[src/rtl/mem_arbiter.sv]
// mem_arbiter: two-requester sram-like arbiter sharing one downstream memory port.
//
// The instruction and data requesters compete for the mem_* request channel. The
// winner's request fields are forwarded combinationally. If the memory does not
// accept the address immediately, the grant is held on that requester until it is
// accepted or the requester withdraws. Each accepted address pushes a 1-bit
// requester ID (0 = inst, 1 = data) into an in-order FIFO. Returning data
// (mem_data_ok) pops the head ID and is routed to the matching requester.
//
// Parameters:
//   OST_DEPTH  maximum outstanding address-accepted / data-pending transactions
//              (2, 4 or 8)
//
// Configuration macro:
//   ARB_RR_EN  when defined, contention in IDLE is resolved round-robin using a
//              last-grant register. When undefined, data always beats inst.
//
// Ports:
//   clk, resetn                         clock, asynchronous active-low reset
//   inst_req/wr/size/wstrb/addr/wdata   instruction request
//   inst_addr_ok/data_ok/rdata          instruction handshake and read data
//   data_req/wr/size/wstrb/addr/wdata   data request
//   data_addr_ok/data_ok/rdata          data handshake and read data
//   mem_req/wr/size/wstrb/addr/wdata    shared downstream request
//   mem_addr_ok/data_ok/rdata           downstream handshake, in-order responses
module mem_arbiter #(
    parameter int unsigned OST_DEPTH = 4
) (
    input  logic        clk,
    input  logic        resetn,

    input  logic        inst_req,
    input  logic        inst_wr,
    input  logic [1:0]  inst_size,
    input  logic [3:0]  inst_wstrb,
    input  logic [31:0] inst_addr,
    input  logic [31:0] inst_wdata,
    output logic        inst_addr_ok,
    output logic        inst_data_ok,
    output logic [31:0] inst_rdata,

    input  logic        data_req,
    input  logic        data_wr,
    input  logic [1:0]  data_size,
    input  logic [3:0]  data_wstrb,
    input  logic [31:0] data_addr,
    input  logic [31:0] data_wdata,
    output logic        data_addr_ok,
    output logic        data_data_ok,
    output logic [31:0] data_rdata,

    output logic        mem_req,
    output logic        mem_wr,
    output logic [1:0]  mem_size,
    output logic [3:0]  mem_wstrb,
    output logic [31:0] mem_addr,
    output logic [31:0] mem_wdata,
    input  logic        mem_addr_ok,
    input  logic        mem_data_ok,
    input  logic [31:0] mem_rdata
);

    localparam int unsigned PtrW = $clog2(OST_DEPTH);
    localparam int unsigned CntW = PtrW + 1;
    localparam logic [CntW-1:0] CntFull = CntW'(OST_DEPTH);
    localparam logic [CntW-1:0] CntOne  = CntW'(1);
    localparam logic [PtrW-1:0] PtrOne  = PtrW'(1);

    typedef enum logic [1:0] {
        StIdle,
        StHoldI,
        StHoldD
    } state_e;

    state_e state_q;

    logic                 gnt_valid;
    logic                 gnt_data;
    logic                 full;
    logic                 accept;
    logic                 pop;
    logic                 head_id;

    logic [OST_DEPTH-1:0] id_fifo_q;
    logic [PtrW-1:0]      wr_ptr_q;
    logic [PtrW-1:0]      rd_ptr_q;
    logic [CntW-1:0]      count_q;

`ifdef ARB_RR_EN
    // 1 when the data requester won the most recent accept.
    logic last_data_q;
`endif

    // ------------------------------------------------------------------
    // Grant selection
    // ------------------------------------------------------------------
    always_comb begin
        gnt_valid = 1'b0;
        gnt_data  = 1'b0;
        unique case (state_q)
            StHoldI: begin
                gnt_valid = inst_req;
                gnt_data  = 1'b0;
            end
            StHoldD: begin
                gnt_valid = data_req;
                gnt_data  = 1'b1;
            end
            default: begin
                gnt_valid = data_req | inst_req;
`ifdef ARB_RR_EN
                // Under contention, favour whoever did not win last time.
                gnt_data  = data_req & (~inst_req | ~last_data_q);
`else
                gnt_data  = data_req;
`endif
            end
        endcase
    end

    assign full = (count_q == CntFull);

    // resetn gates the request so nothing is offered while reset is held.
    assign mem_req   = resetn & gnt_valid & ~full;
    assign mem_wr    = gnt_data ? data_wr    : inst_wr;
    assign mem_size  = gnt_data ? data_size  : inst_size;
    assign mem_wstrb = gnt_data ? data_wstrb : inst_wstrb;
    assign mem_addr  = gnt_data ? data_addr  : inst_addr;
    assign mem_wdata = gnt_data ? data_wdata : inst_wdata;

    assign accept       = mem_req & mem_addr_ok;
    assign inst_addr_ok = accept & ~gnt_data;
    assign data_addr_ok = accept &  gnt_data;

    // ------------------------------------------------------------------
    // Response routing
    // ------------------------------------------------------------------
    assign pop          = mem_data_ok & (count_q != '0);
    assign head_id      = id_fifo_q[rd_ptr_q];
    assign inst_data_ok = pop & ~head_id;
    assign data_data_ok = pop &  head_id;
    assign inst_rdata   = mem_rdata;
    assign data_rdata   = mem_rdata;

    // ------------------------------------------------------------------
    // Grant FSM
    // ------------------------------------------------------------------
    always_ff @(posedge clk or negedge resetn) begin
        if (!resetn) begin
            state_q <= StIdle;
        end else begin
            unique case (state_q)
                StIdle: begin
                    if (mem_req && !mem_addr_ok) begin
                        state_q <= gnt_data ? StHoldD : StHoldI;
                    end
                end
                StHoldI, StHoldD: begin
                    // Leave on accept, or when the held requester withdraws.
                    if (!gnt_valid || accept) begin
                        state_q <= StIdle;
                    end
                end
                default: state_q <= StIdle;
            endcase
        end
    end

`ifdef ARB_RR_EN
    always_ff @(posedge clk or negedge resetn) begin
        if (!resetn) begin
            last_data_q <= 1'b0;  // data gets first pick after reset
        end else if (accept) begin
            last_data_q <= gnt_data;
        end
    end
`endif

    // ------------------------------------------------------------------
    // Outstanding-ID FIFO
    // ------------------------------------------------------------------
    // Storage needs no reset: entries are only read when count_q is non-zero.
    always_ff @(posedge clk) begin
        if (accept) begin
            id_fifo_q[wr_ptr_q] <= gnt_data;
        end
    end

    always_ff @(posedge clk or negedge resetn) begin
        if (!resetn) begin
            wr_ptr_q <= '0;
            rd_ptr_q <= '0;
            count_q  <= '0;
        end else begin
            if (accept) begin
                wr_ptr_q <= wr_ptr_q + PtrOne;
            end
            if (pop) begin
                rd_ptr_q <= rd_ptr_q + PtrOne;
            end
            unique case ({accept, pop})
                2'b10:   count_q <= count_q + CntOne;
                2'b01:   count_q <= count_q - CntOne;
                default: count_q <= count_q;
            endcase
        end
    end

endmodule

[config.mk]
export PLATFORM = sky130hd
export DESIGN_NAME = mem_arbiter
export DESIGN_NICKNAME = d
export VERILOG_FILES = /design/src/rtl/mem_arbiter.sv
export SDC_FILE = /design/constraint.sdc
export NUM_CORES = 1
export LEC_CHECK = 0
export BUFFER_PORTS_ARGS = -buffer_cell sky130_fd_sc_hd__buf_2
export CAP_MARGIN = 20
export CORE_AREA = 2 2 124 126
export CTS_CLUSTER_SIZE = 10
export DETAILED_ROUTE_END_ITERATION = 10
export DIE_AREA = 0 0 126 128
export GPL_TIMING_DRIVEN = 0
export MAX_ROUTING_LAYER = met4
export REMOVE_ABC_BUFFERS = 1
export SLEW_MARGIN = 10
export SYNTH_ARGS = -nofsm -noshare
export SYNTH_HDL_FRONTEND = slang
export SYNTH_SLANG_ARGS = --single-unit
[constraint.sdc]
create_clock -name clk -period 3.08 [get_ports clk]
set_input_delay 0.924 -clock clk [delete_from_list [all_inputs] [get_ports clk]]
set_output_delay 0.924 -clock clk [all_outputs]
set_load 0.01 [all_outputs]
==> metrics.txt, run 1 <==
Final min period=2960 ps; share of layout cells above drive strength 1=0.471; first-pass GRT wire length=around 13 mm; ANT cells=0; Ports=320; wire per inst=13.5 um; number of port buffers=223; WL final=9.47 mm; register area=345 sq um; final hold violations=0; Antenna Nets Post-Route=0; CP max FO=7; Max Cap Viol=0; Final Net Count=roughly 710; Layout Utilization=0.212; sequential fraction of the synthesis area=0.161; Tot Pwr=between 2 and 2.5 mW; die width=~130 um; post-place setup slack=-545 ps; DR iter-0 viols=about 150; top cells by count, synth=nand2_1 (216), buf_4 (64), inv_1 (12); Slowest-stage cell, CP=and4_4; Async SR Flop Fraction=0.692; Die ar.=16100 sq um; gpl congestion=0.734; CP Class=primary input to output pin; Yosys top cell area share=0.377; TritonRoute pass-1 iters=4; CP endpoint kind=output pin; main flop type after synthesis=dfrtp_1; Worst setup SP type=primary input; skew final=about 2.7 ps; Pleak=1.97 nW; HPWL Detailed=roughly 7.7 mm; worst min path class=flop to flop; crit-path most repeated cell=buf_2; CTS Buffer Depth=2; DRC viols=0; Tot GR Track Use=0.105; # clock sinks=13; area grow syn2layout=46.7%; Num CTS Buffers=3; Clock Latency Late Sink=240 ps; GR Overflow Total=0; Largest stage delay, worst path=240 ps; Mapped Cells=366; number of global-route vias before repair=~2300; via count=2696; initial antenna violation count=0; worst setup margin=123 ps; crit share post-route=0.960; Power Dens Cells=roughly 740 nW/um^2; die height=128 um; non-filler cells, final=704; Via density=~3.8; Slew Limit Fails=0; Clock Pin Slew Worst Setup and Hold Paths=50 ps; pin count of the biggest net entering global routing=78; Slew @ Worst Pin=425 ps; effective utilization at floorplan=0.145; fill cell count=around 1700; Ys Warns=0; Mean Syn Cell Area=5.88 sq um; Placement Rows=45; Max transition margin=0.714; placed insts=between 600 and 700; EDFF count, synth=4; core footprint=about 15000 sq um; root buffer cell=clkbuf_16; RSZ-0062 raised after global routing=no; Worst Path Required=2160 ps; Synth cell types=33; worst path cell trace=buf_2 > a22o_1 > or2_0 > and4_4 > inv_1 > nor2_1 > buf_2; most numerous cell in the Yosys netlist=nand2_1; Peak Freq=~0.34 GHz; outcome=complete, no violations; synthesized area=2150 sq um; FF+latch count, synth=13; largest cells by area after synthesis=nand2_1 (38%), buf_4 (22%), dfrtp_1 (10%), edfxtp_1 (5.6%), ha_1 (4.7%); area occupied by multi-input gates=1230 sq um; CTS tree=built; setup violators final=0; CTS H-tree depth=1; worst path arrival time=around 2000 ps; Max rail drop VDD=about 0.33 mV; cell accounting for the most synthesized area=nand2_1
[repair_timing]
action,4_1_cts,5_1_grt
setup endpoints to repair,73,61
buffers inserted,2,0
hold endpoints to repair,0,0
hold buffers,0,0
gates resized for setup,6,4
[worst max-delay path: cells and delay by family]
family / cells / cell delay (ps)
AO/OA/AOI/OAI: 1 / 210
AND/OR/NAND/NOR: 3 / 530
buffers and inverters: 3 / 380
[cell type report]
cell class,count,area share
tap,188,0.0745
clock buffer,3,0.0238
sequential,13,0.109
multi-input combinational,260,0.389
inverter,12,0.0182
clock inverter,1,0.00159
timing repair buffer,227,0.384
[stage by stage]
| stage | setup TNS, ps | hold slack [ps] | area (sq um) |
|---|---|---|---|
| final | 0 | 491 | 3160 |
| after global routing | 0 | 515 | 3160 |
| after CTS | 0 | 495 | 3140 |
| after detailed placement | -32780 | 481 | 3010 |
| after global placement | -602680 | 475 | 2940 |
| after floorplan | -291120 | 453 | 1590 |
[registers in the layout, summed over array words and instances, names as in the netlist]
name / cells
id_fifo_q: 4
wr_ptr_q: 2
rd_ptr_q: 2
count_q: 3
state_q: 2
[kinds of logic (layout without fill, tap and decap cells)]
family,Yosys count,in the layout,share of synthesized area
flip-flops,13,13,0.161
adder cells (fa/ha/maj),9,9,0.0558
XOR/XNOR,6,6,0.0244
multiplexers,3,3,0.0221
buffers and inverters,93,243,0.282
AO/OA/AOI/OAI,7,7,0.0244
AND/OR/NAND/NOR,235,235,0.430
[power by group]
group,switching [mW],internal (mW)
sequential,0.0585,0.251
clock,0.0729,0.173
combinational,1.00,0.771
total,1.14,1.20
[per-layer routing]
metal  vias to the layer above  share of wire  track usage
met5                         -              0            -
met4                         0         0.0030      0.00259
met3                         4           0.16       0.0806
met2                       205           0.43        0.146
met1                      1148           0.41        0.127
li1                       1339              -            -
[final timing paths]
kind	from	end	slack [ps]	cells after the start
max	data_req	inst_addr_ok	120	7
min	rd_ptr_q[1]	rd_ptr_q[1]	490	1
max reg2reg	state_q[0]	count_q[2]	420	12
min reg2reg	rd_ptr_q[1]	rd_ptr_q[1]	490	1
max in group asynchronous	resetn	count_q[0]	2320	1
min in group asynchronous	resetn	state_q[0]	550	1
[layout by cell type, fill, tap and decap left out, types with 2 or more instances in the layout]
master / synthesis / routed
buf_12: 0 / 2
nor2_1: 6 / 6
inv_1: 12 / 11
edfxtp_1: 4 / 4
nand2_1: 216 / 216
o2bb2ai_1: 2 / 2
buf_16: 0 / 2
ha_1: 8 / 7
clkbuf_16: 0 / 3
and2_2: 4 / 4
xnor2_1: 4 / 4
xor2_1: 2 / 2
dfrtp_1: 9 / 9
buf_2: 8 / 223
Note: power is estimated with default switching activity, not from simulation.
==> inputs of run 2 (changes only) <==
- CTS_BUF_LIST: unset -> sky130_fd_sc_hd__clkbuf_4 sky130_fd_sc_hd__clkbuf_8
==> run 2 against run 1 <==
Net effect: register-to-register slack about the same; worst setup slack worse by 0.51 ps; power down 4.1%; clock power down 37%; die area unchanged; sequential power about the same; largest cell class unchanged; largest power group unchanged.
==> metrics.txt, run 2 (synthesis results as in run 1) <==
Tot GR Track Use=0.105; CP Class=primary input to output pin; commonest non-fill, non-tap cells in the layout=buf_2 (223), nand2_1 (216), inv_1 (11); CTS H-tree depth=1; CP endpoint kind=output pin; Seq pwr share=0.138; Clock Pin Slew Worst Setup and Hold Paths=60 ps; ANT cells=0; design area=3120 sq um; initial antenna violation count=0; skew final=just under 3 ps; RSZ-0062 raised after global routing=no; CTS Hold Bufs=0; outcome=complete, no violations; Num CTS Buffers=3; number of port buffers=223; GR Overflow Total=0; Max Cap Viol=0; Final Net Count=706; Die ar.=16100 sq um; worst min path class=flop to flop; Power Dens Cells=roughly 700 nW/um^2; gpl congestion=between 0.7 and 0.8; Pleak=1.95 nW; Placement Rows=45; area grow syn2layout=45.1%; Sw Ratio=0.503; Antenna Nets Post-Route=0; Worst Path Required=2160 ps; Layout Utilization=0.210; Biggest register=id_fifo_q; NetSw=1.12 mW; wire per inst=between 10 and 15 um; commonest non-fill, non-tap cell in the layout=buf_2; HPWL Detailed=around 7.7 mm; register area=345 sq um; Slew @ Worst Pin=422 ps; Worst setup SP type=primary input; crit share post-route=0.960; final hold violations=0; first-pass GRT wire length=12.8 mm; Slew Limit Fails=0; Via density=3.82; effective utilization at floorplan=0.145; core footprint=14900 sq um; flip-flop count of the largest register after layout=4; area occupied by multi-input gates=1230 sq um; via count=2688; Ports=320; pin count of the biggest net entering global routing=78; Clock Latency Late Sink=240 ps; Max rail drop VDD=0.268 mV; largest registers=id_fifo_q x4, count_q x3; root buffer cell=clkbuf_8; TritonRoute pass-1 iters=4; fill cell count=1726; die width=~130 um; Pint=1.11 mW; WL final=9.47 mm; DR iter-0 viols=168; DRC viols=0; worst path arrival time=2030 ps; Max transition margin=0.716; Clk pwr share=0.069; share of layout cells above drive strength 1=0.471; number of global-route vias before repair=2310; CTS tree=built; CTS Buffer Depth=2; Placed Area=~3000 sq um; # clock sinks=13; reg2reg setup slack=between 400 and 500 ps; Gate power share=0.793; Final min period=just under 3000 ps; setup violators final=0; CP max FO=7; Peak Freq=between 0.3 and 0.4 GHz; die height=128 um
[run 2: area by class of cell]
cell class              count  share of cell area
clock buffers               3              0.0132
clock inverters             1             0.00160
inverters                  12              0.0184
multi-input cells         260               0.393
flip-flops and latches     13               0.111
well taps                 188              0.0754
repair buffers            227               0.388
[run 2: per-stage QoR]
step / cells / setup TNS (ps) / setup slack [ps] / hold WS, ps / total power [mW]
2_1_floorplan: 285 / -291120 / -3890 / 453 / 1.32
3_3_place_gp: 696 / -602680 / -7950 / 475 / 1.90
3_5_place_dp: 698 / -32780 / -545 / 481 / 2.01
4_1_cts: 704 / 0 / 15.5 / 497 / 2.24
5_1_grt: 704 / 0 / 28.0 / 517 / 2.46
6_report: 704 / 0 / 123 / 492 / 2.24
[run 2: critical path: stages]
cell	delay, ps
buf_2	130
a22o_1	210
or2_0	230
and4_4	240
inv_1	110
nor2_1	60
buf_2	140
[run 2: repair_timing]
action                                  4_1_cts  5_1_grt
resized for setup                             6        4
hold endpoints to repair                      0        0
endpoints found under the setup margin       73       63
setup buffers                                 2        0
[run 2: power by group through the flow]
stage,clock network [mW],logic (mW),registers (mW)
final,0.154,1.77,0.308
after global routing,0.165,1.98,0.317
after CTS,0.157,1.77,0.309
after detailed placement,0,1.70,0.311
after global placement,0,1.59,0.311
after floorplan,0,1.02,0.298
[run 2: routing by layer]
metal / vias to the layer above / GRT usage / wire length (um)
met5: - / - / 0
met2: 200 / 0.145 / 4050
met1: 1144 / 0.127 / 3810
met3: 4 / 0.0806 / 1590
li1: 1340 / - / -
met4: 0 / 0.00259 / 27
[run 2: path summary, 6_finish.rpt]
kind | cells past startpoint | start | endpoint
max | 7 | data_req | inst_addr_ok
min | 1 | rd_ptr_q[1] | rd_ptr_q[1]
max reg2reg | 12 | state_q[0] | count_q[2]
min reg2reg | 1 | rd_ptr_q[1] | rd_ptr_q[1]
max in group asynchronous | 1 | resetn | count_q[0]
min in group asynchronous | 1 | resetn | state_q[0]
==> inputs of run 3 (changes only) <==
- BUFFER_PORTS_ARGS: -buffer_cell sky130_fd_sc_hd__buf_2 -> unset
- DONT_BUFFER_PORTS: unset -> 1
- HOLD_SLACK_MARGIN: unset -> 0.15
==> run 3 against run 2 <==
Net effect: final cell count decreased by 31%; sequential share of layout area up 5.6 points; final area is 34% lower; critical path type is now flop to output pin; critical path depth rose by 1; largest power group unchanged.
==> metrics.txt, run 3 (synthesis results as in run 1) <==
Sw Ratio=0.539; setup violators final=0; initial antenna violation count=0; Antenna Nets Post-Route=0; die width=126 um; placed insts=476; core footprint=14900 sq um; CP endpoint kind=output pin; via count=1994; RSZ-0062 raised after global routing=no; worst min path class=primary input to async pin; DR iter-0 viols=171; TritonRoute pass-1 iters=4; crit-path most repeated cell=nand2_1; Seq pwr share=0.162; largest registers=id_fifo_q x4, count_q x3; Placed Area=1910 sq um; Via density=4.08; skew final=7.05 ps; Max transition margin=0.690; commonest non-fill, non-tap cell in the layout=nand2_1; Tot GR Track Use=0.0847; Gate power share=0.757; Largest delay share family, worst path=buffers and inverters; Worst Path Required=about 2200 ps; worst path arrival time=2040 ps; Slew @ Worst Pin=461 ps; design area=just over 2000 sq um; CTS Buffer Depth=2; area grow syn2layout=-3.61%; CTS tree=built; Max Cap Viol=0; crit share post-route=0.963; Slowest-stage cell, CP=dfrtp_1; WL final=a little over 8 mm; NetSw=1.03 mW; worst setup margin=114 ps; non-filler cells, final=a little under 500; effective utilization at floorplan=0.145; Biggest register=id_fifo_q; Clk pwr share=0.080; GR Overflow Total=0; first-pass GRT wire length=9.52 mm; commonest non-fill, non-tap cells in the layout=nand2_1 (216), inv_1 (11), dfrtp_1 (9); Clock Latency Late Sink=250 ps; share of layout cells above drive strength 1=0.0897; Worst setup SP type=flop; # clock sinks=13; DRC viols=0; fill cell count=1754; gpl congestion=~0.75; Peak Freq=0.337 GHz; Final min period=roughly 3000 ps; Pleak=1.10 nW; number of port buffers=0; Tot Pwr=1.91 mW; wire per inst=16.5 um; Die ar.=between 15000 and 20000 sq um; worst path bufs/invs=4; CTS H-tree depth=1; Power Dens Cells=920 nW/um^2; CP Class=flop to output pin; worst path cell trace=inv_1 > ha_4 > mux2i_4 > clkbuf_16 > inv_12 > buf_12 > nand2_1 > nand2_1; HPWL Detailed=between 6 and 7 mm; Max rail drop VDD=0.331 mV; Slew Limit Fails=0; CTS Hold Bufs=0; CP max FO=40; Clock Pin Slew Worst Setup and Hold Paths=60 ps; Ports=320; root buffer cell=clkbuf_8; die height=approximately 130 um; final hold violations=0; Num CTS Buffers=3; flip-flop count of the largest register after layout=4; number of global-route vias before repair=1434; pin count of the biggest net entering global routing=41; outcome=complete, no violations; post-place setup slack=-295 ps; Largest stage delay, worst path=roughly 380 ps; Placement Rows=45; ANT cells=0; Pint=0.879 mW; Final Net Count=491
## run 3: cell type report
class / count / area (sq um) / share of cell area
clock inverter: 1 / 5.00 / 0.00241
multi-input combinational: 260 / 1220 / 0.590
clock buffer: 3 / 41.3 / 0.0199
sequential: 13 / 345 / 0.167
inverter: 12 / 57.6 / 0.0278
tap: 188 / 235 / 0.113
timing repair buffer: 12 / 165 / 0.0797
## run 3: per-layer routing
metal,vias to the layer above,track usage,routed length [um]
li1,910,-,-
met1,851,0.105,3100
met2,228,0.0999,3200
met3,5,0.0789,1720
met4,0,0.0116,37
met5,-,-,0
## run 3: through the flow
stage / util / hold slack, ps / TNS, ps
2_1_floorplan: - / 453 / -291120
3_3_place_gp: 0.123 / 477 / -528880
3_5_place_dp: 0.129 / 474 / -11510
4_1_cts: 0.136 / 362 / 0
5_1_grt: 0.139 / 355 / 0
6_report: 0.139 / 366 / 0
## run 3: worst register-to-register path, delay by kind of cell (launching register included)
kind / cells / cell delay [ps]
fa+ha+maj: 3 / 810
simple gates: 3 / 620
flops: 1 / 380
buf+inv: 3 / 290
xor+xnor: 2 / 290
compound gates: 1 / 200
## run 3: power by group through the flow
stage,combinational (mW),clock (mW),sequential [mW]
6_report,1.44,0.153,0.309
2_1_floorplan,1.02,0,0.298
5_1_grt,1.58,0.166,0.318
3_5_place_dp,1.30,0,0.311
4_1_cts,1.41,0.158,0.309
3_3_place_gp,1.25,0,0.314
## run 3: path summary, 6_finish.rpt
| kind | cells past startpoint | end | startpoint | slack [ps] |
|---|---|---|---|---|
| min in group clk | 1 | rd_ptr_q[1] | rd_ptr_q[1] | 490 |
| min reg2reg | 1 | rd_ptr_q[1] | rd_ptr_q[1] | 490 |
| max | 8 | mem_addr[25] | state_q[0] | 110 |
| max reg2reg | 12 | count_q[2] | state_q[0] | 430 |
| min | 0 | count_q[1] | resetn | 370 |
| max in group asynchronous | 0 | rd_ptr_q[1] | resetn | 2640 |
## run 3: what timing repair did
action	in CTS	in global routing
setup buffers	2	6
endpoints found under the setup margin	72	16
gates cloned	1	0
pin swaps	0	0
resized for setup	5	3
